File: src/rtl/singly_linked_list_walker.sv
// singly_linked_list_walker
// Walks a singly_linked_list instance from its head, issuing one Read_Addr
// request per node and emitting each node's (data, address) on a valid/ready
// stream with a last flag. The walk is bounded by the length captured at start,
// so a corrupted (cyclic) chain still terminates.

module singly_linked_list_walker #(
  parameter int DATA_WIDTH = 8,
  parameter int MAX_NODE   = 8,
  parameter int ADDR_WIDTH = $clog2(MAX_NODE + 1)
) (
  input  logic                  clk,
  input  logic                  rst,

  // traversal control
  input  logic                  start,
  input  logic [ADDR_WIDTH-1:0] list_head,
  input  logic [ADDR_WIDTH-1:0] list_length,
  output logic                  busy,
  output logic                  done,
  output logic                  err,
  output logic [ADDR_WIDTH-1:0] count,

  // command port towards the linked-list store
  output logic [2:0]            ll_op,
  output logic [ADDR_WIDTH-1:0] ll_addr,
  output logic [DATA_WIDTH-1:0] ll_data,
  output logic                  ll_op_start,
  input  logic                  ll_op_done,
  input  logic                  ll_fault,
  input  logic [DATA_WIDTH-1:0] ll_data_in,
  input  logic [ADDR_WIDTH-1:0] ll_next_in,

  // node stream
  output logic [DATA_WIDTH-1:0] m_data,
  output logic [ADDR_WIDTH-1:0] m_addr,
  output logic                  m_last,
  output logic                  m_valid,
  input  logic                  m_ready
);

  // Any next pointer at or above this value cannot name a real node, so the
  // chain is treated as ended there (compared unsigned).
  localparam logic [ADDR_WIDTH-1:0] MAX_NODE_A = ADDR_WIDTH'(MAX_NODE);

  typedef enum logic [1:0] {
    S_IDLE   = 2'd0,
    S_REQ    = 2'd1,
    S_EMIT   = 2'd2,
    S_FINISH = 2'd3
  } state_t;

  state_t                  state_r;
  logic [ADDR_WIDTH-1:0]   length_r;   // length captured at start
  logic [ADDR_WIDTH-1:0]   next_r;     // next-node address of the node on the stream
  logic [ADDR_WIDTH-1:0]   count_inc_s;
  logic                    tail_hit_s;

  // The walker only ever reads; it never writes node data.
  assign ll_op   = 3'b000;
  assign ll_data = {DATA_WIDTH{1'b0}};

  // count can never exceed length_r (<= MAX_NODE), so this cannot wrap.
  assign count_inc_s = count + ADDR_WIDTH'(1);

  // The node being returned is the tail either because the captured length is
  // reached (its next field is then ignored: the list does not guarantee NULL
  // there) or because its next pointer does not name a valid node.
  assign tail_hit_s = (count_inc_s == length_r) | (ll_next_in >= MAX_NODE_A);

  // Traversal FSM: all control, stream and status outputs are registered here.
  always_ff @(posedge clk) begin
    if (rst) begin
      state_r     <= S_IDLE;
      length_r    <= '0;
      next_r      <= '0;
      busy        <= 1'b0;
      done        <= 1'b0;
      err         <= 1'b0;
      count       <= '0;
      ll_addr     <= '0;
      ll_op_start <= 1'b0;
      m_data      <= '0;
      m_addr      <= '0;
      m_last      <= 1'b0;
      m_valid     <= 1'b0;
    end else begin
      case (state_r)
        S_IDLE: begin
          done <= 1'b0;
          if (start) begin
            length_r <= list_length;
            count    <= '0;
            err      <= 1'b0;
            busy     <= 1'b1;
            if (list_length == '0) begin
              // Empty list: finish without touching the list at all.
              done    <= 1'b1;
              state_r <= S_FINISH;
            end else begin
              ll_addr     <= list_head;
              ll_op_start <= 1'b1;
              state_r     <= S_REQ;
            end
          end else begin
            busy <= 1'b0;
          end
        end

        S_REQ: begin
          // op_start is held with a stable address until the list answers and
          // drops on that same edge, so the list never sees a repeated request.
          if (ll_op_done) begin
            ll_op_start <= 1'b0;
            if (ll_fault) begin
              err     <= 1'b1;
              done    <= 1'b1;
              state_r <= S_FINISH;
            end else begin
              m_data  <= ll_data_in;
              m_addr  <= ll_addr;
              next_r  <= ll_next_in;
              count   <= count_inc_s;
              m_last  <= tail_hit_s;
              m_valid <= 1'b1;
              state_r <= S_EMIT;
            end
          end else begin
            ll_op_start <= 1'b1;
          end
        end

        S_EMIT: begin
          // Beat is held stable until the consumer takes it.
          if (m_ready) begin
            m_valid <= 1'b0;
            m_last  <= 1'b0;
            if (m_last) begin
              // Ending before the captured length means the chain broke early.
              err     <= (count != length_r);
              done    <= 1'b1;
              state_r <= S_FINISH;
            end else begin
              ll_addr     <= next_r;
              ll_op_start <= 1'b1;
              state_r     <= S_REQ;
            end
          end else begin
            m_valid <= 1'b1;
          end
        end

        S_FINISH: begin
          // done is high for exactly this one cycle.
          done    <= 1'b0;
          busy    <= 1'b0;
          state_r <= S_IDLE;
        end

        default: begin
          // Unreachable encoding: return to a safe idle condition.
          state_r     <= S_IDLE;
          busy        <= 1'b0;
          done        <= 1'b0;
          ll_op_start <= 1'b0;
          m_valid     <= 1'b0;
          m_last      <= 1'b0;
        end
      endcase
    end
  end

endmodule

File: config.mk
export PLATFORM = sky130hd
export DESIGN_NAME = singly_linked_list_walker
export DESIGN_NICKNAME = d
export VERILOG_FILES = /design/src/rtl/singly_linked_list_walker.sv
export SDC_FILE = /design/constraint.sdc
export NUM_CORES = 1
export LEC_CHECK = 0
export ABC_AREA = 0
export CORE_ASPECT_RATIO = 2
export CORE_UTILIZATION = 44
export DETAILED_ROUTE_END_ITERATION = 8
export PLACE_DENSITY = 0.79
export SYNTH_ARGS = -nofsm -noshare
export SYNTH_HDL_FRONTEND = slang
export SYNTH_SLANG_ARGS = --single-unit
export TNS_END_PERCENT = 20
File: constraint.sdc
create_clock -name clk -period 2.34 [get_ports clk]
set_input_delay 0.468 -clock clk [delete_from_list [all_inputs] [get_ports clk]]
set_output_delay 0.468 -clock clk [all_outputs]
set_load 0.05 [all_outputs]
Yosys cells after proc, flatten, opt, wreduce, memory -nomap -nowiden
Index checks and enable logic that the tools add are counted.

operators by class
  shift operators = 0
  reduce and logical (&&, ||, !) cells = 17
  $add $sub $neg = 1
  magnitude comparators = 1
  multiplexer cells = 43
  eq/ne operators = 13
  multiply operators = 0
  divide/modulo/power cells = 0
  bitwise gates (word level) = 2

operators by type and width
  kind                   number
  $mux W4                7
  $mux W1                22
  $ne A2 B2 Y1 const B   8
  $pmux W4 S2            2
  $reduce_and A4 Y1      3
  $mux W2                5
  $reduce_and A5 Y1      2
  $reduce_and A3 Y1      3
  $pmux W2 S4            1
  $reduce_bool A2 Y1     4
  $pmux W1 S2            3
  $pmux W1 S3            2
  $reduce_and A6 Y1      1
  $add A4 B1 Y4 const B  1
  $eq A2 B2 Y1 const B   2
  $eq A4 B4 Y1           1
  $ge A4 B4 Y1 const B   1
  $logic_not A4 Y1       1
  $ne A4 B4 Y1           1
  $pmux W1 S4            1
  $reduce_bool A3 Y1     1
  $eq A2 B1 Y1 const B   1
  $logic_not A2 Y1       1
  $reduce_and A2 Y1      1
  2 further kinds        2

storage, ports and cells
  ROM bits = 0
  input bits = 26
  bits in latches = 0
  logic and storage cells = 90
  RAM bits = 0
  memories kept = 0
  output and inout bits = 37
  register bits after elaboration = 36

Depth between registers and ports, before layout
Gate-level depths: netlist of the first run.

  depth in word-level cells = 6
  depth in mapped cells = 8
  depth with buffers taken out = 6

Worst setup path before layout of the first run
OpenSTA, ideal clock, no wires.

  kind = reg-to-reg
  start point = reg state_r[0]
  end point = reg ll_addr[3]
  data required time = 2,269 ps
  stages on the path, launching flop included = 8
  period minus slack after synthesis = 1,937 ps
  data arrival time = 1,866 ps
  slack = 403 ps
  buffers on the path = 1
  setup time = 71 ps
  cell sequence = dfxtp_1 > inv_1 > ha_1 > buf_6 > and2_4 > a2111o_1 > or3_1 > a21oi_1

on the way
  longest elaborated chain between the ends = 3
  elaborated cells on any way between the ends = 9
  those cells by class = eq/ne (5); mux (1); reduce/logical (3)

RTL lines
  element                                                              line  source
  start: declaration                                                   53    state_t state_r;
  start signal: assignment                                             74    state_r <= S_IDLE;
  start signal: assignment                                             99    state_r <= S_FINISH;
  start signal: assignment                                             103   state_r <= S_REQ;
  $eq A2 B2 Y1 or $logic_not A2 Y1 (tied branches)                     88    case (state_r)
  $ne A2 B2 Y1 (no source line) or $reduce_bool A2 Y1 (tied branches)  --
  $reduce_and A5 Y1 (no source line)                                   --
  end signal: assignment                                               101   ll_addr <= list_head;
  end signal: assignment                                               144   ll_addr <= next_r;
  end: declaration                                                     26    output logic [ADDR_WIDTH-1:0] ll_addr,

Parallel ways exist; a longest one is shown, timed or not.
A chain may end at the register's enable or synchronous reset.

Final worst setup path of the first run
  start point = reg state_r[0]
  end point = reg ll_addr[0]

The elaborated chain is that of the path after synthesis.

==> results of run 1 <==
how the worst max path moves through the flow:
stage	from	end	slack, ns	cells after the start
after floorplan	state_r[0]	ll_addr[3]	0.40	7
after detailed placement	list_length[2]	ll_addr[0]	0.14	5
after global routing	state_r[0]	ll_addr[0]	0.08	6
after CTS	state_r[0]	ll_addr[0]	0.24	6
after global placement	list_length[1]	ll_addr[0]	0.20	5
final	state_r[0]	ll_addr[0]	0.23	6
area by class of cell:
| cell class | instances | area, um^2 |
|---|---|---|
| multi-input combinational | 165 | 947 |
| inverter | 4 | 15.0 |
| clock inverter | 1 | 30.0 |
| sequential | 36 | 721 |
| fill | 350 | 1410 |
| clock buffer | 7 | 96.3 |
| timing repair buffer | 58 | 563 |
| tap | 51 | 63.8 |
cells in the mapped netlist, types with 3 or more instances:
cell      instances  area (um^2)
nand3_1           4         20.0
a21oi_1          34          170
clkbuf_1          7         26.3
inv_1             4         15.0
xnor2_1           3         26.3
buf_4            11         82.6
nand2_1          40          150
nor2_1           10         37.5
xor2_1            4         35.0
or3_1             4         25.0
ha_1              6         75.1
o21ai_0           5         25.0
mux2i_1           7         70.1
nor3_1            4         20.0
dfxtp_1          36          721
cell families (layout without fill, tap and decap cells):
family                     after synthesis  count (layout)
AOI/OAI and AO/OA                       55              55
xor gates and xnor gates                 7               7
adders and majority gates                6               6
buffers and inverters                   25              70
DFF                                     36              36
muxes                                    7               7
other                                    1              11
and+or+nand+nor                         79              79
state kept, by name, indices dropped and copies added, names as in the netlist:
name and flops:
next_r 4, m_addr 4, done 1, m_last 1, length_r 4, busy 1, ll_addr 4, ll_op_start 1
state_r 2, m_valid 1, m_data 8, count 4, err 1
tightest hold or removal path: stages (launching register included):
cell     delay, ns
dfxtp_1       0.31
nand2_1       0.05
a21oi_1       0.05
report_power, final:
part | switching (mW) | internal, mW
Sequential | 0.0926 | 0.724
Combinational | 0.787 | 0.466
Clock | 0.219 | 0.376
per-layer routing:
metal / share of wire, % / vias to the layer above
li1: - / 832
met1: 36 / 760
met2: 55 / 65
met3: 5.0 / 16
met4: 4.0 / 0
met5: 0 / -
==> out/results.ini, run 1 <==
[run_status]
status = finished, final reports clean

[clock_tree]
post_cts.repair.setup_buffers = 0
cts_hold_buf = 0
h-tree-depth = 2
clock_path_buffers = 2
cts-root-buf = clkbuf_8
clock_sinks = 36
cts_buffers = 5
clock_latency_ns = 0.28
tritoncts = yes
post_cts_resized = 0
clkTransAtPathRegs_ns = 0.07

[layout]
design_area_um2 = 2440
post-route-util_pct = 63.4
final_cells = 322
fin_nets = 302
layout_commonest_cell = clkdlybuf4s50_1
final_cell_mix = 51 x clkdlybuf4s50_1, 40 x nand2_1, 36 x dfxtp_1, 34 x a21oi_1, 11 x conb_1
drive_gt1_share_pct = 7.01
antennaDiodeCount = 0
area_delta_synth_final_pct = 37.2

[power]
p_leak_nw = 0.936
peakVddDrop_mv = 0.897
power_mw = 2.67
p_per_area_nw_per_um2 = 1090

[sta]
hold_ws_ns = 0.454
period_share_pct = 90.2
layout_min_cycle_time_ns = 2.11
setup_tns_ns = 0
setup_slack_ns = 0.230
rsz0062_at_grt = false
hold_violations = 0
max-slew-margin-rel_pct = 51.6
worst_slew_pin_slew_ns = 0.707
setup_viol = 0
final_max_slew_viol_count = 0
max_freq_mhz = 474
fin_skew_ns = 0.00516

[worst_setup_path]
worstPathCellList = inv_1 > ha_1 > nor2b_1 > a2111o_1 > or3_1 > a21oi_1
crit_fanout = 10
cp-start-kind = flip-flop
r2r_setup_slack_ns = 0.23
cp_top_family = simple AND/OR/NAND/NOR gates
critPathArrivalTime_ns = 2.33
reg2reg_depth = 6
critPathCaptureType = flip-flop
critPathRequiredTime_ns = 2.56
critical_path_class = reg2reg
worstReg2RegStart = state_r[0]
path_buf_inv = 1
critPathMaxStageDelay_ns = 0.42
slowest_stage = a2111o_1
rr_endpoint = ll_addr[0]

[yosys]
synth.mux.area_fraction_pct = 3.95
yosys.area_share.simple_pct = 20.7
synth-seq-area-share_pct = 40.6
ys_seq_elements = 36
synth_compound_area_share_pct = 18.7
synth_xor_area_share_pct = 3.45
synth_cells = 216
yosysWarningCount = 0
syn-cell-area_um2 = 1780
syn_avg_cell_area_um2 = 8.22
async_flop_share_pct = 0
synth_edf_count = 0
yosysUniqueCellTypes = 43
ys.flop_type = dfxtp_1
synthAdderAreaFrac_pct = 4.23
synth_top_family_by_area = simple AND/OR/NAND/NOR gates

[global_route]
globalRouteMet2Util_pct = 39.4
grt_first_pass_wirelength_um = 7020
met1_usage_pct = 22.4
use_met3_pct = 5.12
antenna_found_initial = 0
grt_pass1_vias = 1599
grt_usage_pct = 22.4
gr-total-overflow = 0
grt-busiest-layer = met2
grt_max_degree = 24

[routing]
drc = 0
drtIter0Drc = 20
detail_route.first_pass.iterations = 6
vias = 1673
ant_nets = 0
viasPerCell = 5.20
drt_wl_total_um = 4400
wl_per_cell_um = 13.7

[place]
preCtsSetupSlack_ns = 0.145
dpl.hpwl_um = 3320
gp_congestion = 0.886
port_buffers = 51
place_area_um2 = 2310
placed_cells = 314

[worst_hold_path]
hp-class = reg2reg
hold_end = m_data[6]
worstHoldPathCells = 2
min-delay-start = m_data[6]

[floorplanning]
die_width_um = 46.9
core-area_um2 = 3840
io_pins = 63
initial_core_util_pct = 46.2
rows = 32
die_area_um2 = 4310
dieHeight_um = 91.8

[job]
drv_cap = 0

No activity file was read; power rests on OpenSTA's default activity.
==> inputs of run 2 (changes only) <==
Settings changed: PLACE_DENSITY 0.79 to 0.87.
==> out/results.ini, run 2 (synthesis results as in run 1) <==
[clock_tree]
post_cts_resized = 0  ; unchanged
h-tree-depth = 2  ; unchanged
post_cts.repair.setup_buffers = 0  ; unchanged
clkTransAtPathRegs_ns = 0.07  ; about the same
clock_sinks = 36  ; unchanged
cts_buffers = 5  ; unchanged
cts_hold_buf = 0  ; unchanged
clock_path_buffers = 2  ; unchanged
clock_latency_ns = 0.28  ; about the same
cts-root-buf = clkbuf_8  ; unchanged
tritoncts = yes  ; unchanged

[run_status]
status = finished, final reports clean  ; unchanged

[global_route]
gr-total-overflow = 0  ; unchanged
use_met3_pct = 4.33  ; was 5.12%
grt_max_degree = 32  ; was 24
antenna_found_initial = 0  ; unchanged
grt_first_pass_wirelength_um = 7450  ; was 7020 um
grt-busiest-layer = met2  ; unchanged
grt_usage_pct = 23.9  ; was 22.4%
grt_pass1_vias = 1613  ; was 1599
globalRouteMet2Util_pct = 40.3  ; was 39.4%
met1_usage_pct = 27.0  ; was 22.4%

[floorplanning]
io_pins = 63  ; unchanged
die_width_um = 46.9  ; unchanged
initial_core_util_pct = 46.2  ; unchanged
die_area_um2 = 4310  ; unchanged
core-area_um2 = 3840  ; unchanged
rows = 32  ; unchanged
dieHeight_um = 91.8  ; unchanged

[worst_setup_path]
critical_path_class = reg2reg  ; unchanged
path_buf_inv = 1  ; unchanged
critPathCaptureType = flip-flop  ; unchanged
cp-start-kind = flip-flop  ; unchanged
cp_top_family = compound AO/OA/AOI/OAI gates  ; was simple AND/OR/NAND/NOR gates
critPathMaxStageDelay_ns = 0.51  ; was 0.42 ns
slowest_stage = a2111o_1  ; unchanged
crit_fanout = 10  ; unchanged
worstPathCellList = inv_1 > ha_1 > nor2b_2 > a2111o_1 > or3_1 > a21oi_1  ; was inv_1 > ha_1 > nor2b_1 > a2111o_1 > or3_1 > a21oi_1
critPathRequiredTime_ns = 2.55  ; was 2.56 ns
r2r_setup_slack_ns = 0.21  ; was 0.23 ns
critPathArrivalTime_ns = 2.34  ; was 2.33 ns

[power]
p_leak_nw = 0.908  ; was 0.936 nW
sw_frac_of_total_pct = 43.4  ; was 41.2%
p_per_area_nw_per_um2 = 1060  ; was 1090 nW/um^2
p_sw_mw = 1.09  ; was 1.10 mW
power_frac_seq_pct = 32.3  ; was 30.6%
peakVddDrop_mv = 0.648  ; was 0.897 mV
clkPwrFrac_pct = 17.9  ; was 22.3%
p_comb_share_pct = 49.9  ; was 47.0%
internal_power_mw = 1.43  ; was 1.57 mW

[job]
drv_cap = 0  ; unchanged

[layout]
final_cell_mix = 51 x clkdlybuf4s50_1, 40 x nand2_1, 36 x dfxtp_1, 34 x a21oi_1, 11 x conb_1  ; unchanged
area_delta_synth_final_pct = 34.3  ; was 37.2%
register_area_um2 = 721  ; unchanged
antennaDiodeCount = 0  ; unchanged
design_area_um2 = 2380  ; was 2440 um^2
fillers = 349  ; was 350
drive_gt1_share_pct = 5.58  ; was 7.01%
multiInputGateArea_um2 = 947  ; unchanged
largest_reg_flops = 8  ; unchanged
fin_nets = 300  ; was 302
regMostFlops = m_data  ; unchanged
layout_commonest_cell = clkdlybuf4s50_1  ; unchanged

[sta]
worst_slew_pin_slew_ns = 0.576  ; was 0.707 ns
setup_viol = 0  ; unchanged
max_freq_mhz = 470  ; was 474 MHz
fin_skew_ns = 0.0112  ; was 0.00516 ns
rsz0062_at_grt = false  ; unchanged
max-slew-margin-rel_pct = 61.2  ; was 51.6%
hold_violations = 0  ; unchanged
period_share_pct = 90.9  ; was 90.2%
final_max_slew_viol_count = 0  ; unchanged
layout_min_cycle_time_ns = 2.13  ; was 2.11 ns
setup_tns_ns = 0  ; unchanged

[routing]
drtIter0Drc = 33  ; was 20
vias = 1711  ; was 1673
drt_wl_total_um = 4530  ; was 4400 um
detail_route.first_pass.iterations = 4  ; was 6
viasPerCell = 5.35  ; was 5.20
wl_per_cell_um = 14.2  ; was 13.7 um
ant_nets = 0  ; unchanged
drc = 0  ; unchanged

[place]
port_buffers = 51  ; unchanged
gp_congestion = 0.885  ; was 0.886
place_area_um2 = 2290  ; was 2310 um^2
dpl.hpwl_um = 3380  ; was 3320 um

[worst_hold_path]
hp-class = reg2reg  ; unchanged

[run 2: worst paths after layout]
check	cells after the start	to	start
min	2	m_data[1]	m_data[1]
max reg2reg	6	ll_addr[3]	state_r[0]
max	6	ll_addr[3]	state_r[0]
min reg2reg	2	m_data[1]	m_data[1]
[run 2: routing by layer]
layer | wire length (um) | part of all wire (%) | vias to the layer above
li1 | - | - | 828
met1 | 1670 | 37 | 807
met2 | 2520 | 56 | 62
met3 | 177 | 3.9 | 14
met4 | 168 | 3.7 | 0
met5 | 0 | 0 | -
[run 2: area by class of cell]
class,instances,share of cell area [%]
clock buffers,8,3.78
multi-input cells,165,39.7
flip-flops and latches,36,30.2
inverters,4,0.630
well taps,51,2.68
repair buffers,56,23.0
[run 2: power by group through the flow]
stage | Combinational (mW) | Clock (mW) | Sequential [mW]
finish | 1.26 | 0.450 | 0.813
global route | 1.36 | 0.494 | 0.828
CTS | 1.25 | 0.459 | 0.812
detailed placement | 1.24 | 0 | 0.824
global placement | 1.22 | 0 | 0.819
floorplan | 0.657 | 0 | 1.07
[run 2: worst min-delay path, delay by kind of cell, from the launching register on]
kind / cells / cell delay (ns)
compound gates: 1 / 0.05
flops: 1 / 0.31
simple gates: 1 / 0.05
[run 2: stage by stage]
stage	setup slack (ns)	hold WS (ns)	utilization (%)	std cells	power, mW
2_1_floorplan	0.403	0.436	-	226	1.73
3_3_place_gp	0.185	0.441	59.7	312	2.04
3_5_place_dp	0.142	0.446	59.7	312	2.07
4_1_cts	0.225	0.456	62.0	320	2.52
5_1_grt	0.0865	0.473	62.0	320	2.68
6_report	0.212	0.454	62.0	320	2.52
